--- src/rtl/mul_alu_sequencer.sv ---
// mul_alu_sequencer: runs 32-bit MUL as shift-and-add on the shared EX ALU.
// Ports:
//   clk, rst (sync, active-high)
//   mulStart, mulOpA, mulOpB          : multiply request from EX
//   pipeExecuteCommand, pipeIn1/2     : pipeline's own ALU request
//   aluResult                         : ALU output fed back
//   aluCommand, aluIn1/2              : muxed ALU request
//   stall, flagWriteBlock, busy       : pipeline control while multiplying
//   mulDone, mulResult                : product-valid pulse and product
// Build option: define MUL_EARLY_EXIT_EN to stop once the multiplier runs out
// of set bits (zero multiplier completes without entering RUN).
module mul_alu_sequencer #(
    parameter logic [3:0] ADD_CMD  = 4'b0010,
    parameter int         ITER_MAX = 32
) (
    input  logic        clk,
    input  logic        rst,
    input  logic        mulStart,
    input  logic [31:0] mulOpA,
    input  logic [31:0] mulOpB,
    input  logic [3:0]  pipeExecuteCommand,
    input  logic [31:0] pipeIn1,
    input  logic [31:0] pipeIn2,
    input  logic [31:0] aluResult,
    output logic [3:0]  aluCommand,
    output logic [31:0] aluIn1,
    output logic [31:0] aluIn2,
    output logic        stall,
    output logic        flagWriteBlock,
    output logic        busy,
    output logic        mulDone,
    output logic [31:0] mulResult
);

    localparam int CW = $clog2(ITER_MAX) + 1;

    typedef enum logic [1:0] {
        IDLE,
        RUN,
        DONE
    } state_t;

    state_t        state;
    state_t        nxt;
    logic [31:0]   a;
    logic [31:0]   b;
    logic [31:0]   acc;
    logic [31:0]   res;
    logic [CW-1:0] cnt;
    logic          last_iter;
    logic          skip_run;

`ifdef MUL_EARLY_EXIT_EN
    // Stop as soon as the shifted multiplier has no set bits left.
    assign last_iter = (b[31:1] == 31'd0) ||
                       (cnt == CW'(ITER_MAX - 1));
    assign skip_run  = (mulOpB == 32'd0);
`else
    assign last_iter = (cnt == CW'(ITER_MAX - 1));
    assign skip_run  = 1'b0;
`endif

    always_ff @(posedge clk) begin
        if (rst) begin
            state <= IDLE;
            a     <= '0;
            b     <= '0;
            acc   <= '0;
            cnt   <= '0;
            res   <= '0;
        end else begin
            state <= nxt;
            unique case (state)
                IDLE: begin
                    if (mulStart) begin
                        a   <= mulOpA;
                        b   <= mulOpB;
                        acc <= '0;
                        cnt <= '0;
                    end
                end
                RUN: begin
                    // ALU is computing acc + a this cycle.
                    if (b[0]) begin
                        acc <= aluResult;
                    end
                    a   <= a << 1;
                    b   <= b >> 1;
                    cnt <= cnt + 1'b1;
                end
                DONE: begin
                    res <= acc;
                end
                default: begin
                end
            endcase
        end
    end

    always_comb begin
        nxt        = state;
        aluCommand = pipeExecuteCommand;
        aluIn1     = pipeIn1;
        aluIn2     = pipeIn2;
        stall      = 1'b0;
        busy       = 1'b0;
        mulDone    = 1'b0;
        mulResult  = res;
        unique case (state)
            IDLE: begin
                stall = mulStart;
                if (mulStart) begin
                    nxt = skip_run ? DONE : RUN;
                end
            end
            RUN: begin
                aluCommand = ADD_CMD;
                aluIn1     = acc;
                aluIn2     = a;
                stall      = 1'b1;
                busy       = 1'b1;
                if (last_iter) begin
                    nxt = DONE;
                end
            end
            DONE: begin
                // Stall drops here so the MUL leaves EX with the product.
                mulDone   = 1'b1;
                mulResult = acc;
                nxt       = IDLE;
            end
            default: begin
                nxt = IDLE;
            end
        endcase
    end

    assign flagWriteBlock = busy;

endmodule

--- config.mk ---
export PLATFORM = sky130hd
export DESIGN_NAME = mul_alu_sequencer
export DESIGN_NICKNAME = d
export VERILOG_FILES = /design/src/rtl/mul_alu_sequencer.sv
export SDC_FILE = /design/constraint.sdc
export NUM_CORES = 1
export LEC_CHECK = 0
export BUFFER_PORTS_ARGS = -buffer_cell sky130_fd_sc_hd__buf_2
export CAP_MARGIN = 0
export CORE_AREA = 2 2 151 94
export CTS_BUF_LIST = sky130_fd_sc_hd__clkbuf_8
export DETAILED_ROUTE_END_ITERATION = 10
export DIE_AREA = 0 0 153 96
export PLACE_DENSITY_LB_ADDON = 0.12
export SYNTH_ARGS = -nofsm -noshare
export SYNTH_HDL_FRONTEND = slang
export SYNTH_SLANG_ARGS = --single-unit
--- constraint.sdc ---
create_clock -name clk -period 1.8 [get_ports clk]
set_input_delay 0.18 -clock clk [delete_from_list [all_inputs] [get_ports clk]]
set_output_delay 0.18 -clock clk [all_outputs]
set_load 0.01 [all_outputs]
Word-level counts from Yosys, hierarchy flattened
Index checks and enable logic that the tools add are counted.
{"block": "op_classes", "add_sub_neg": 1, "eq_ne": 6, "n_mux": 19, "n_reduce_logical": 5}
{"cell": "$mux W32", "n": 7}
{"cell": "$pmux W32 S2", "n": 3}
{"cell": "$pmux W6 S2", "n": 1}
{"cell": "$add A6 B1 Y6 const B", "n": 1}
{"cell": "$eq A6 B5 Y1 const B", "n": 1}
{"cell": "$mux W6", "n": 1}
{"cell": "$ne A2 B2 Y1 const B", "n": 3}
{"cell": "$mux W2", "n": 2}
{"cell": "$mux W4", "n": 1}
{"cell": "$pmux W2 S2", "n": 1}
{"cell": "$reduce_and A2 Y1", "n": 2}
{"cell": "$reduce_and A3 Y1", "n": 1}
{"cell": "$eq A2 B1 Y1 const B", "n": 1}
{"cell": "$eq A2 B2 Y1 const B", "n": 1}
{"cell": "$logic_not A2 Y1", "n": 1}
{"cell": "$mux W1", "n": 2}
{"cell": "$pmux W1 S2", "n": 1}
{"cell": "$reduce_bool A2 Y1", "n": 1}
{"block": "totals", "register_bits": 136, "input_bits": 167, "out_inout_bits": 104, "elab_cells": 37}

Depth between registers and ports, before layout
{"block": "logic_depth", "ltp_word": 3, "ltp_mapped": 7, "ltp_nobuf": 4}

Least setup slack after synthesis
No wires, ideal clock.
{"block": "synth_path", "kind": "reg-to-output", "from": "register state[1]", "to": "output port aluIn1[22]", "arrival_time_ns": 1.218, "required_time_ns": 1.620, "path_slack_ns": 0.402, "path_stages_with_launch": 7, "path_buffers": 2, "path_cell_list": "dfxtp_1 -> nand2b_1 -> buf_2 -> inv_2 -> clkbuf_1 -> nand2_1 -> nand2_1"}
{"block": "synth_via", "elab_chain_cells": 2}
{"element": "start: declaration", "line": "43", "source": "state_t state;"}
{"element": "start signal: assignment", "line": "72", "source": "state <= nxt;"}
{"element": "$eq A2 B1 Y1", "line": "109", "source": "unique case (state)"}
{"element": "$mux W32", "line": "109"}
{"element": "end: declaration", "line": "26", "source": "output logic [31:0] aluIn1,"}
No other way between the ends.

Worst setup path in the final report
{"block": "layout_path", "from": "register state[0]", "to": "output port mulResult[20]"}
{"block": "layout_via", "elab_chain_cells": 2}
{"element": "$eq A2 B2 Y1", "line": "109"}
{"element": "$mux W32"}
{"element": "end: declaration", "line": "32", "source": "output logic [31:0] mulResult"}
No other way between the ends.

==> run metrics <==
status=finished, violations left; violated checks=negative setup slack; H-tree depth=4; detailed router's first-iteration violation count=397; M1 WL=10200 µm; Die Ht=96 µm; Crit path max-delay family=flip-flops; vias in the first global route=5868; Tmin final=1.87 ns; Pleak=4.85 nW; # IOs=271; GP Congestion=0.790; Via-to-Cell Ratio=5.14; Worst EP required=1.62 ns; period utilization=104%; share of layout cells above drive strength 1=42.5%; Synth Area in Simple Gates=28.4%; Cell variety after synth=36; RSZ-0062 raised after global routing=yes; Filler Cell Count=999; fmax=536 MHz; FP Rows=33; metal3 WL=1270 µm; Synth Register Bits=136; Post-synth EDFFs=0; critical path data arrival time=1.69 ns; count leader, synth=nand2_1; clock transition at the registers of the reported paths=0.07 ns; FF+latch area=0.00273 mm²; CP Max Fanout=16; Overall Global Routing Usage=25.5%; setup violators final=36; PortBufs=270; xor and xnor area share after synthesis=0.135%; ys async rst share=0%; Skew-Pair Late Insertion Delay=0.43 ns; fin. max-slew vios=0; compound-cell area share of the yosys netlist=15.2%; main combinational cell family by area after synthesis=simple AND/OR/NAND/NOR gates; most frequent cells after synthesis=nand2_1 (196), nor2_1 (151), dfxtp_1 (136), a22o_1 (32), nor2b_1 (32); Initial Util=48.7%; CTS max path bufs=2; CP Capture Type=primary output; Peak VDD IR=0.000646 V; first-pass iteration count of the detailed router=5; Tot Pwr=0.00823 W; CP bufs+invs=2; clock net sink count=136; TritonCTS clock tree=yes; Die W=153 µm; Synth Cell Area=0.00649 mm²; TritonCTS Buffers=17; diodes inserted=0; final hold violation count=0; Remaining DRCs=0; drt wl/cell=16.7 µm; largest cells by area after synthesis=dfxtp_1 (42%), nand2_1 (11%), nor2_1 (8.7%); register area share after synthesis=41.9%; top layer in use=met4; worst rel slew slack=67.9%; PD cells=843 mW/mm²; Syn Nets=949; drt total wl=21400 µm; die area=0.0147 mm²; area leader, netlist=dfxtp_1; grt total ovfl=0; Area Overhead vs Synth=50.3%; floorplan core area=0.0133 mm²; post-synthesis adder-cell area fraction=0.193%; sequence of cells on the critical path=nand2b_4 -> buf_16 -> mux2_4 -> buf_6; first-pass GRT wire length=30100 µm; synth warn=0; Hold Worst Slack=0.0302 ns; largest net degree at the start of global routing=63; final worst-path setup slack=-0.0651 ns; fin nets=1255; max incr delay on CP=0.38 ns; Synth top area share=41.9%; max cap viols=0; proportion of synthesized area in mux cells=7.75%; area occupied by multi-input gates=0.00354 mm²; worst clock skew=0.0155 ns; Synth Flop Type=dfxtp_1; hold crit path type=primary input to flip-flop; wire length on met2=9520 µm; Slowest cell on crit path=dfxtp_4; Post-Syn Instances=781; vias post-DR=6557; critical path class=flip-flop to primary output; Post-DP HPWL=11900 µm; post-route antenna net violation count=0; initial antenna violation count=0; Root Buffer=clkbuf_8; synthesized area per cell=8.31 µm²; Slew @ Worst Pin=0.482 ns; crit path launch type=flip-flop
-- cells in the final DEF (no fill, tap or decap), drive strengths merged --
master and n:
clkinv 9, nand3b 1, dfxtp 136, dlygate4sd3 33, nor2b 32, clkbuf 27, or3b 1, nand2b 5
o2bb2ai 25, buf 309, nand2 196, nand4 2, bufinv 5, o21ai 1, and2 3, mux2 35
nor4 30, xor2 1, ha 1, nor2 151, inv 7, nand3 4, o21ba 1, nor3b 3
a21oi 5, or3 1, a211oi 33, and3 1, a22o 32, o22ai 8, nor3 2
-- where the power goes --
| part | total [W] | leakage [nW] | switching [W] | internal, W |
|---|---|---|---|---|
| Combinational | 0.00198 | 3.50 | 0.00104 | 0.000947 |
| Sequential | 0.00335 | 1.11 | 0.000149 | 0.00320 |
| Clock | 0.00290 | 0.236 | 0.00124 | 0.00166 |
-- logic make-up after synthesis --
logic type	Yosys count
muxes	35
DFF	136
xor gates and xnor gates	1
adders and majority gates	1
and+or+nand+nor	432
AOI/OAI and AO/OA	105
buffers and inverters	71
-- cell type report --
| class | count | area share (%) |
|---|---|---|
| flip-flops and latches | 136 | 27.9 |
| inverters | 5 | 0.321 |
| clock buffers | 17 | 2.40 |
| well taps | 175 | 2.24 |
| clock inverters | 15 | 2.31 |
| repair buffers | 352 | 28.3 |
| multi-input cells | 574 | 36.3 |
| repair inverters | 1 | 0.167 |
-- worst reg2reg max path, delay by kind of cell (launching register included) --
kind	cells	cell delay, ns
flip-flops	1	0.33
AO/OA/AOI/OAI	1	0.17
buffers and inverters	4	0.74
AND/OR/NAND/NOR	2	0.44
-- timing repair --
item,4_1_cts,5_1_grt
gates cloned,4,15
endpoints found under the hold margin,33,0
setup endpoints to repair,51,77
hold buffers,33,0
pin swaps,0,17
gates resized for setup,45,78
setup buffers,1,11
-- per-stage QoR --
stage	instances	setup TNS [ns]	instance area (µm²)	utilization, %	worst slack, ns
finish	1275	-0.842	9760	73.2	-0.0651
global route	1275	-6.45	9760	73.2	-0.126
CTS	1249	-1.44	9090	68.2	-0.0780
detailed placement	1180	0	7960	59.7	0.129
global placement	1180	0	7960	59.7	0.216
floorplan	781	0	6490	-	0.402
-- sequential cells by signal (all words and copies together), names as in the netlist --
register  count
res          32
state         2
a            32
cnt           6
acc          32
b            32
-- routing by layer --
layer | global-route usage (%) | vias to the layer above
met5 | 0 | -
met4 | 7.25 | 0
met3 | 4.55 | 22
met2 | 41.0 | 224
met1 | 35.5 | 3069
li1 | - | 3242
-- worst paths after layout --
| path | start | to | slack, ns | depth (start not counted) |
|---|---|---|---|---|
| setup / recovery | state[0]$_SDFFE_PP0P_ | mulResult[20] | -0.07 | 4 |
| hold / removal | mulOpB[31] | b[31]$_SDFFE_PP0P_ | 0.03 | 3 |
| setup reg to reg | state[1]$_SDFFE_PP0P_ | acc[25]$_SDFFE_PP0P_ | 0.07 | 7 |
| hold reg to reg | b[31]$_SDFFE_PP0P_ | b[31]$_SDFFE_PP0P_ | 0.48 | 2 |
No activity file was read; power rests on OpenSTA's default activity.
